<file path="src/rtl/aes_pkg.sv">
// Shared AES control definitions: FSM state encoding, round count, key-store address width.
package aes_pkg;
  localparam int NR     = 10;
  localparam int KEY_AW = 4;

  typedef enum logic [2:0] {
    ST_IDLE     = 3'd0,
    ST_KEY_EXP  = 3'd1,
    ST_INIT_ARK = 3'd2,
    ST_INV_RND  = 3'd3,
    ST_LAST_RND = 3'd4,
    ST_FINISH   = 3'd5
  } state_e;
endpackage

</file>
<file path="src/rtl/inv_cipher_fsm.sv">
// AES-128 inverse cipher sequencer: optional forward key expansion into the key store,
// then initial AddRoundKey, nine inverse rounds and a final round, with Moore outputs.
module inv_cipher_fsm
  import aes_pkg::*;
(
  input  logic              CLK,
  input  logic              rst_n,
  input  logic              Valid,
  input  logic              Key_Reuse,
  input  logic              Key_Inval,
  output logic              En_KeyExp,
  output logic              Key_Wr,
  output logic [KEY_AW-1:0] Key_Addr,
  output logic              Init_ARK,
  output logic              En_InvFunc,
  output logic              Last_Rnd,
  output logic              Busy,
  output logic              Done
);
  localparam logic [KEY_AW-1:0] RK_LAST = KEY_AW'(NR);
  localparam logic [KEY_AW-1:0] RK_PEN  = KEY_AW'(NR - 1);

  // Held as raw bits so unused encodings can be decoded and recovered.
  logic [2:0]        state_q, state_d;
  logic [KEY_AW-1:0] rnd_q, rnd_d;
  logic              key_valid_q, key_valid_d;

  always_comb begin
    state_d     = state_q;
    rnd_d       = rnd_q;
    key_valid_d = key_valid_q;
    case (state_q)
      ST_IDLE: begin
        rnd_d = '0;
        if (Valid) begin
          // A same-cycle invalidate must not let a stale schedule be reused.
          if (Key_Reuse && key_valid_q && !Key_Inval) state_d = ST_INIT_ARK;
          else                                        state_d = ST_KEY_EXP;
        end
      end
      ST_KEY_EXP: begin
        if (rnd_q == RK_LAST) begin
          state_d     = ST_INIT_ARK;
          rnd_d       = '0;
          key_valid_d = 1'b1;
        end else begin
          rnd_d = rnd_q + 1'b1;
        end
      end
      ST_INIT_ARK: begin
        state_d = ST_INV_RND;
        rnd_d   = RK_PEN;
      end
      ST_INV_RND: begin
        if (rnd_q == KEY_AW'(1)) begin
          state_d = ST_LAST_RND;
          rnd_d   = '0;
        end else begin
          rnd_d = rnd_q - 1'b1;
        end
      end
      ST_LAST_RND: begin
        state_d = ST_FINISH;
        rnd_d   = '0;
      end
      ST_FINISH: begin
        state_d = ST_IDLE;
        rnd_d   = '0;
      end
      default: begin
        state_d = ST_IDLE;
        rnd_d   = '0;
      end
    endcase
    if (Key_Inval) key_valid_d = 1'b0;
  end

  always_ff @(posedge CLK or negedge rst_n) begin
    if (!rst_n) begin
      state_q     <= ST_IDLE;
      rnd_q       <= '0;
      key_valid_q <= 1'b0;
    end else begin
      state_q     <= state_d;
      rnd_q       <= rnd_d;
      key_valid_q <= key_valid_d;
    end
  end

  always_comb begin
    En_KeyExp  = 1'b0;
    Key_Wr     = 1'b0;
    Key_Addr   = '0;
    Init_ARK   = 1'b0;
    En_InvFunc = 1'b0;
    Last_Rnd   = 1'b0;
    Busy       = 1'b0;
    Done       = 1'b0;
    case (state_q)
      ST_KEY_EXP: begin
        // Round 0 is the cipher key itself; expansion only advances from round 1.
        En_KeyExp = (rnd_q != '0);
        Key_Wr    = 1'b1;
        Key_Addr  = rnd_q;
        Busy      = 1'b1;
      end
      ST_INIT_ARK: begin
        Init_ARK = 1'b1;
        Key_Addr = RK_LAST;
        Busy     = 1'b1;
      end
      ST_INV_RND: begin
        En_InvFunc = 1'b1;
        Key_Addr   = rnd_q;
        Busy       = 1'b1;
      end
      ST_LAST_RND: begin
        En_InvFunc = 1'b1;
        Last_Rnd   = 1'b1;
        Busy       = 1'b1;
      end
      ST_FINISH: Done = 1'b1;
      default: ;
    endcase
  end
endmodule

</file>
<file path="config.mk">
export PLATFORM = sky130hd
export DESIGN_NAME = inv_cipher_fsm
export DESIGN_NICKNAME = d
export VERILOG_FILES = /design/src/rtl/aes_pkg.sv /design/src/rtl/inv_cipher_fsm.sv
export SDC_FILE = /design/constraint.sdc
export NUM_CORES = 1
export LEC_CHECK = 0
export CORE_MARGIN = 10
export CORE_UTILIZATION = 46
export DETAILED_ROUTE_END_ITERATION = 6
export MAX_ROUTING_LAYER = met4
export PLACE_DENSITY = 0.76
export SLEW_MARGIN = 20
export SYNTH_ARGS = -nofsm -noshare
export SYNTH_HDL_FRONTEND = slang
export SYNTH_SLANG_ARGS = --single-unit
</file>
<file path="constraint.sdc">
create_clock -name CLK -period 1.67 [get_ports CLK]
set_clock_uncertainty 0.05 [all_clocks]
set_input_delay 0.4175 -clock CLK [delete_from_list [all_inputs] [get_ports CLK]]
set_output_delay 0.4175 -clock CLK [all_outputs]
set_load 0.05 [all_outputs]
</file>
=== Word-level counts from Yosys, hierarchy flattened ===
Index checks and enable logic that the tools add are counted.

* Register bits after elaboration: 8
* Logic and storage cells: 46

* Reduce and logical (&&, ||, !) cells: 12
* $add $sub $neg: 2
* Equality and inequality tests: 10
* Muxes and demuxes: 19

{| class="wikitable"
|+ Operator list
! operator !! count
|-
| one-hot mux 3 bit (5 select lines) || 1
|-
| one-hot mux 4 bit (3 select lines) || 1
|-
| 2-to-1 mux 1 bit || 10
|-
| 2-to-1 mux 3 bit || 3
|-
| 2-to-1 mux 4 bit || 2
|-
| one-hot mux 4 bit (2 select lines) || 1
|-
| == test 3 x 2 -> 1 bit, second input constant || 2
|-
| == test 3 bit, second input constant || 2
|-
| inequality test 2 bit, second input constant || 3
|-
| adder 4 x 1 -> 4 bit, second input constant || 1
|-
| == test 4 x 1 -> 1 bit, second input constant || 1
|-
| == test 4 bit, second input constant || 1
|-
| nonzero test 2 bit || 2
|-
| nonzero test 4 bit || 1
|-
| OR reduction 2 bit || 2
|-
| OR reduction 4 bit || 1
|-
| subtractor 4 x 1 -> 4 bit, second input constant || 1
|-
| == test 3 x 1 -> 1 bit, second input constant || 1
|-
| logical NOT 3 bit || 1
|-
| AND reduction 3 bit || 1
|-
| logical AND 1 bit || 2
|-
| 2-to-1 mux 2 bit || 1
|-
| AND reduction 2 bit || 1
|-
| logical NOT 1 bit || 1
|}

=== Longest topological paths before layout ===
* Depth after elaboration: 5
* Mapped depth: 5
* Mapped depth without buffers: 5

=== Worst setup path after synthesis ===
OpenSTA, ideal clock, no wires.

* Path type: flip-flop to output port
* From: register state_q[1]
* To: output En_KeyExp
* Path buffers: 1
* Setup slack: -1.093 ns
* Arrival time: 2.295 ns
* Stages on the path, launching flop included: 4
* Required time: 1.202 ns
* Path through: dfrtp_1 -> buf_2 -> nor3b_4 -> a21boi_0

* Word-level cells in the longest chain between the ends: 2

{| class="wikitable"
|+ Ends and longest elaborated chain
! element !! RTL line !! RTL
|-
| from (decl) || inv_cipher_fsm.sv:24 || <nowiki>logic [2:0] state_q, state_d;</nowiki>
|-
| from (signal assigned) || inv_cipher_fsm.sv:84 || <nowiki>state_q <= state_d;</nowiki>
|-
| == test 3 x 1 -> 1 bit || inv_cipher_fsm.sv:99 || <nowiki>case (state_q)</nowiki>
|-
| 2-to-1 mux 1 bit || inv_cipher_fsm.sv:99 ||
|-
| to (decl) || inv_cipher_fsm.sv:11 || <nowiki>output logic En_KeyExp,</nowiki>
|}

Every way passes these cells.

=== Worst setup path in the final report ===
* From: register state_q[2]
* To: output En_KeyExp

The elaborated chain is that of the path after synthesis.

==> results.sh <==
export IMPL_clk_pin_slew_ps=60
export IMPL_syn_num_nets=80
export IMPL_layout_setup_ws_ps=-169.4
export IMPL_cts_num_sinks=8
export IMPL_cts_htree_levels=1
export IMPL_place_gp_congestion=0.8712
export IMPL_power_leakage_nw=0.5238
export IMPL_timing_hold_ws_ps=392.0
export IMPL_grt_usage_pct=14.18
export IMPL_first_iter_violations=30
export IMPL_r2r_end="state_q[1]"
export IMPL_cp_cell_sequence="nor3b_4, a21boi_4, buf_12"
export IMPL_final_cell_mix="buf_4 (15), buf_12 (12), inv_1 (5), dfrtp_2 (5)"
export IMPL_vias_per_cell=6.342
export IMPL_min_period_ps=1839
export IMPL_cts_made_buffers=3
export IMPL_cp_startpoint="state_q[2]"
export IMPL_drc=0
export IMPL_cp_start_kind="flop"
export IMPL_criticalPathCategory="reg -> out"
export IMPL_powerDensity_nw_per_um2=2533
export IMPL_max_stage_delay_ps=460
export IMPL_fmax_ghz=0.5436
export IMPL_postSynthAreaPerCell_um2=8.776
export IMPL_syn_to_final_growth_pct=91.36
export IMPL_nNetsFinal=116
export IMPL_cts_root_buf="clkbuf_4"
export IMPL_reg2reg_slack_ps=50
export IMPL_grt_ovfl_total=0
export IMPL_antennaDiodeCount=0
export IMPL_fin_tns_setup_ps=-1295
export IMPL_vdd_ir_drop_max_v=0.001702
export IMPL_grt_pass1_wl_mm=3.739
export IMPL_synth_edf_count=0
export IMPL_port_buffers=15
export IMPL_critPathMaxFanout=6
export IMPL_async_flop_share_pct=100.0
export IMPL_cts_tree="done"
export IMPL_violations="setup timing"
export IMPL_crit_slowest_cell="dfrtp_2"
export IMPL_nFillCells=38
export IMPL_dieArea_um2=3227
export IMPL_die_w_um=56.81
export IMPL_final_common_cell="buf_4"
export IMPL_status="finished, violations left"
export IMPL_clk_latency_ps=260
export IMPL_io_pins=16
export IMPL_ys_warn_count=0
export IMPL_cp_required_ps=1200
export IMPL_antenna_left=0
export IMPL_reg2reg_depth=6
export IMPL_num_vias=761
export IMPL_setup_viol=11
export IMPL_crit_arrival_ps=1370
export IMPL_start_util_pct=48.49
export IMPL_drive_gt1_share_pct=54.29
export IMPL_stdcell_count=120
export IMPL_first_global_vias=774
export IMPL_routed_wl_mm=2.567
export IMPL_post_place_ws_ps=45.20
export IMPL_fp_dieH_um=56.81
export IMPL_rows=13
export IMPL_syn_instance_count=71
export IMPL_ys_ff_latch=8
export IMPL_core_area_um2=1285
export IMPL_yosysUniqueCellTypes=35
export IMPL_syn_area_um2=623.1
export IMPL_hold_path_class="in -> async"
export IMPL_dp_cells=110
export IMPL_worst_pin_slew_ps=391.9
export IMPL_clockBufferDepth=2
export IMPL_ys_flop_type="dfrtp_1"
export IMPL_finalMaxSlewViolations=0
export IMPL_maxCapViolCount=0
export IMPL_fin_crit_sh_pct=110.1
export IMPL_rsz0062_at_grt="true"
export IMPL_slew_headroom_pct=73.79
export IMPL_antenna_found_initial=0
export IMPL_end_kind="output pin"
export IMPL_grt_start_max_net_pins=10
export IMPL_ys_seq_area_share_pct=32.13
export IMPL_wire_per_inst_um=21.39
export IMPL_finalHoldViolCount=0
export IMPL_regToRegStartpoint="state_q[2]"
export IMPL_first_pass_iters=4
export IMPL_post_dp_hpwl_mm=1.500
[power breakdown]
group | total [mW] | leakage [nW] | switching, mW | internal, mW
clock network | 0.155 | 0.0138 | 0.0725 | 0.0827
registers | 0.422 | 0.0964 | 0.144 | 0.278
logic | 2.44 | 0.414 | 1.25 | 1.19
total | 3.02 | 0.524 | 1.47 | 1.55
[cells in the mapped netlist (2+ instances only)]
master    number  area [µm²]
buf_2          4       20.02
a21oi_1        4       20.02
inv_1          7       26.28
nor3_1         3       15.01
o211ai_1       3       22.52
ha_1           4       50.05
nand2_1        6       22.52
nor2_1         3       11.26
nand3b_1       2       15.01
a41oi_1        2       17.52
dfrtp_1        8       200.2
nor4_1         2       12.51
[metrics by stage]
| stage | util, % | cell area [µm²] | power, mW |
|---|---|---|---|
| after floorplan | - | 678.2 | 1.527 |
| after global placement | 80.04 | 1028 | 2.408 |
| after detailed placement | 80.04 | 1028 | 2.437 |
| after CTS | 88.61 | 1139 | 2.817 |
| after global routing | 92.79 | 1192 | 3.121 |
| final | 92.79 | 1192 | 3.020 |
[repair_timing]
action                                 4_1_cts  5_1_grt
setup endpoints to repair                   11       11
pin swaps                                    4        4
gates resized for setup                     13       11
endpoints found under the hold margin        0        0
hold buffers                                 0        0
setup buffers                                5        3
[per-layer routing]
layer  part of all wire (%)  up-vias  track usage (%)
met2                     50       57            24.29
met3                    8.7       16            3.820
met4                    3.9        0            4.698
met1                     37      357            15.40
met5                      0        -                -
li1                       -      331                -
[state kept, by name, indices dropped and copies added (netlist names)]
register and flops:
key_valid_q 1, state_q 3, rnd_q 4
[cell type report]
cell class / instances / area [µm²] / area share, %
multi-input cells: 52 / 484.2 / 40.61
flip-flops and latches: 8 / 206.4 / 17.31
inverters: 7 / 28.78 / 2.413
well taps: 15 / 18.77 / 1.574
repair buffers: 35 / 431.7 / 36.20
clock buffers: 3 / 22.52 / 1.889
[kinds of logic (layout without fill, tap and decap cells)]
logic type	after synthesis	in the layout	synth area share (%)
xor+xnor	2	2	2.812
fa+ha+maj	4	4	8.032
compound gates	19	19	23.50
buf+inv	11	45	7.431
simple gates	27	27	26.11
flops	8	8	32.13
[critical path, delay by kind of cell, from the launching register on]
family,cells,cell delay (ps)
DFF,1,460
and+or+nand+nor,1,260
AOI/OAI and AO/OA,1,240
buffers and inverters,1,150
[how the worst max path moves through the flow]
stage	cells after the start	end	slack (ps)
after global routing	4	Done	-180
after floorplan	3	En_KeyExp	-350
after global placement	4	Init_ARK	90
after detailed placement	4	Init_ARK	50
final	3	En_KeyExp	-170
after CTS	3	En_KeyExp	-110
No activity file was read; power rests on OpenSTA's default activity.
==> patch (same settings) <==
Put a register stage on the output `Key_Addr`, cleared by the reset. The value now appears one clock later. The other outputs are not delayed to match.
--- a/src/rtl/inv_cipher_fsm.sv
+++ b/src/rtl/inv_cipher_fsm.sv
@@ -21,2 +21,4 @@
   localparam logic [KEY_AW-1:0] RK_PEN  = KEY_AW'(NR - 1);
+
+  logic [KEY_AW-1:0] Key_Addr_d;
 
@@ -92,3 +94,3 @@
     Key_Wr     = 1'b0;
-    Key_Addr   = '0;
+    Key_Addr_d = '0;
     Init_ARK   = 1'b0;
@@ -103,3 +105,3 @@
         Key_Wr    = 1'b1;
-        Key_Addr  = rnd_q;
+        Key_Addr_d = rnd_q;
         Busy      = 1'b1;
@@ -108,3 +110,3 @@
         Init_ARK = 1'b1;
-        Key_Addr = RK_LAST;
+        Key_Addr_d = RK_LAST;
         Busy     = 1'b1;
@@ -113,3 +115,3 @@
         En_InvFunc = 1'b1;
-        Key_Addr   = rnd_q;
+        Key_Addr_d = rnd_q;
         Busy       = 1'b1;
@@ -125,2 +127,10 @@
   end
+  always_ff @(posedge CLK or negedge rst_n) begin
+    if (!rst_n) begin
+      Key_Addr <= '0;
+    end else begin
+      Key_Addr <= Key_Addr_d;
+    end
+  end
+
 endmodule
Formal check against the unedited RTL: not equivalent (a bounded check fails within 4 cycles, from zero or initial values and one cycle with rst_n low).
==> patch against the original RTL <==
The run still ends with setup timing left. Routed wire length fell by 20%. Area after synthesis rose by 16%. Sequential cell count rose by 4. Clock power rose by 15%. Worst setup slack improved by 0.013 ns. Design area fell by 0.84%. Sequential share of layout area rose by 8.4 points. Power fell by 8.7%. Critical endpoint unchanged. Highest routed layer unchanged.
==> patch: results (changes against the original RTL) <==
| Metric | Value |
|---|---|
| Vias post-DR | `702 (-7.8%)` |
| Iter 0 DRT Violations | `12 (-60%)` |
| Final setup TNS | `-0.754 ns (+0.541 ns)` |
| Place WS | `0.0300 ns (-0.0152 ns)` |
| Critical Path Fanout Max | `4 (-2)` |
| Run status | `finished, violations left` |
| Nets | `117 (+0.86%)` |
| Worst vdd ir | `1.43 mV (-16%)` |
| Total GRT Usage | `12.8% (-1.4 points)` |
| Global-route wire length before repair | `3.32 mm (-11%)` |
| DR WL/cell | `16.8 um (-21%)` |
| Cell variety after synth | `35 (unchanged)` |
| Reg2reg setup slack | `0.08 ns (+0.03 ns)` |
| Setup Viol. Count Final | `7 (-4)` |
| Post-synth EDFFs | `0 (unchanged)` |
| Worst Reg-to-Reg Cells | `5 (-1)` |
| Synth warn | `0 (unchanged)` |
| Fin Hold WS | `0.381 ns (-0.0108 ns)` |
| Critical R2R Capture | `rnd_q[0]` |
| Gate power share | `73.7% (-7.2 points)` |
| Largest registers | `Key_Addr (4), rnd_q (4), state_q (3)` |
| Leakage | `0.542 nW (+3.4%)` |
| Drt total wl | `2.05 mm (-20%)` |
| Worst Hold Class | `input pin to async pin` |
| IO Port Bufs | `15 (unchanged)` |
| Reg power frac | `19.8% (+5.8 points)` |
| Synth Net Count | `84 (+5.0%)` |
| Filler cells | `92 (+140%)` |
| Largest net degree at the start of global routing | `13 (+3)` |
| Vias in the first global route | `686 (-11%)` |
| Area after DPL | `1080 um2 (+5.5%)` |
| Failing checks | `setup timing` |
| R2r startpoint | `rnd_q[0]` |
| Synth area leaders | `dfrtp_1 42%, ha_1 6.9%, inv_1 3.6%` |
| Dpl hpwl | `1.45 mm (-3.5%)` |
| Syn Inst Count | `75 (+5.6%)` |
| DP Cell Count | `113 (+2.7%)` |
| Post-route setup slack | `-0.156 ns (+0.0129 ns)` |
| Post-synth top cells | `12 x dfrtp_1, 7 x inv_1, 6 x nand2_1` |
| Measured slew at the worst slew-check pin | `0.304 ns (-0.0879 ns)` |
| P_int | `1.49 mW (-3.9%)` |
| Clock Latency Late Sink | `0.28 ns (+0.02 ns)` |
| Post-synthesis sequential area ratio | `41.5% (+9.4 points)` |
| GP Congestion | `0.946 (+8.5%)` |
| NetSw | `1.27 mW (-14%)` |
| Layout cells sized above 1 | `44.3% (-9.9 points)` |
patch: cell types whose count changed after synthesis, sizes merged:
| cell | before | now |
|---|---|---|
| dfrtp | 8 | 12 |
patch: layout make-up:
class                           count  area [um2]  area share [%]
Multi-Input combinational cell     52         415            35.1
Timing Repair Buffer               32         392            33.1
Sequential cell                    12         304            25.7
Inverter                            7        28.8            2.43
Clock buffer                        3        22.5            1.90
Tap cell                           16        20.0            1.69
patch: how the worst max path moves through the flow:
stage	from	endpoint	slack [ns]
2_1_floorplan	state_q[1]	En_KeyExp	-0.35
3_3_place_gp	state_q[0]	Init_ARK	0.07
3_5_place_dp	state_q[0]	Init_ARK	0.03
4_1_cts	state_q[2]	En_KeyExp	-0.15
5_1_grt	state_q[1]	En_KeyExp	-0.20
6_report	state_q[1]	En_KeyExp	-0.16
patch: metal layers:
layer  global-route usage, %  share of wire [%]  up-vias
met1                    15.1                 43      338
met5                       -                  0        -
met2                    18.2                 48       26
met4                    4.17               0.39        0
met3                    6.57                8.5        2
li1                        -                  -      336
patch: kinds of logic (layout without fill, tap and decap cells):
group | count (synthesis) | count (layout) | share of synthesized area, %
AO/OA/AOI/OAI | 19 | 19 | 20.2
buffers and inverters | 11 | 42 | 6.40
XOR/XNOR | 2 | 2 | 2.42
flip-flops | 12 | 12 | 41.5
AND/OR/NAND/NOR | 27 | 27 | 22.5
adder cells (fa/ha/maj) | 4 | 4 | 6.92
patch: critical path, cell delays in order, from the launching register on:
cell	delay (ns)
dfrtp_2	0.45
nor3b_4	0.24
a21boi_4	0.23
buf_12	0.15
patch: what timing repair did:
| item | CTS | global route |
|---|---|---|
| gates resized for setup | 8 | 5 |
| cloned | 0 | 0 |
| buffers inserted | 6 | 1 |
| endpoints found under the setup margin | 7 | 7 |
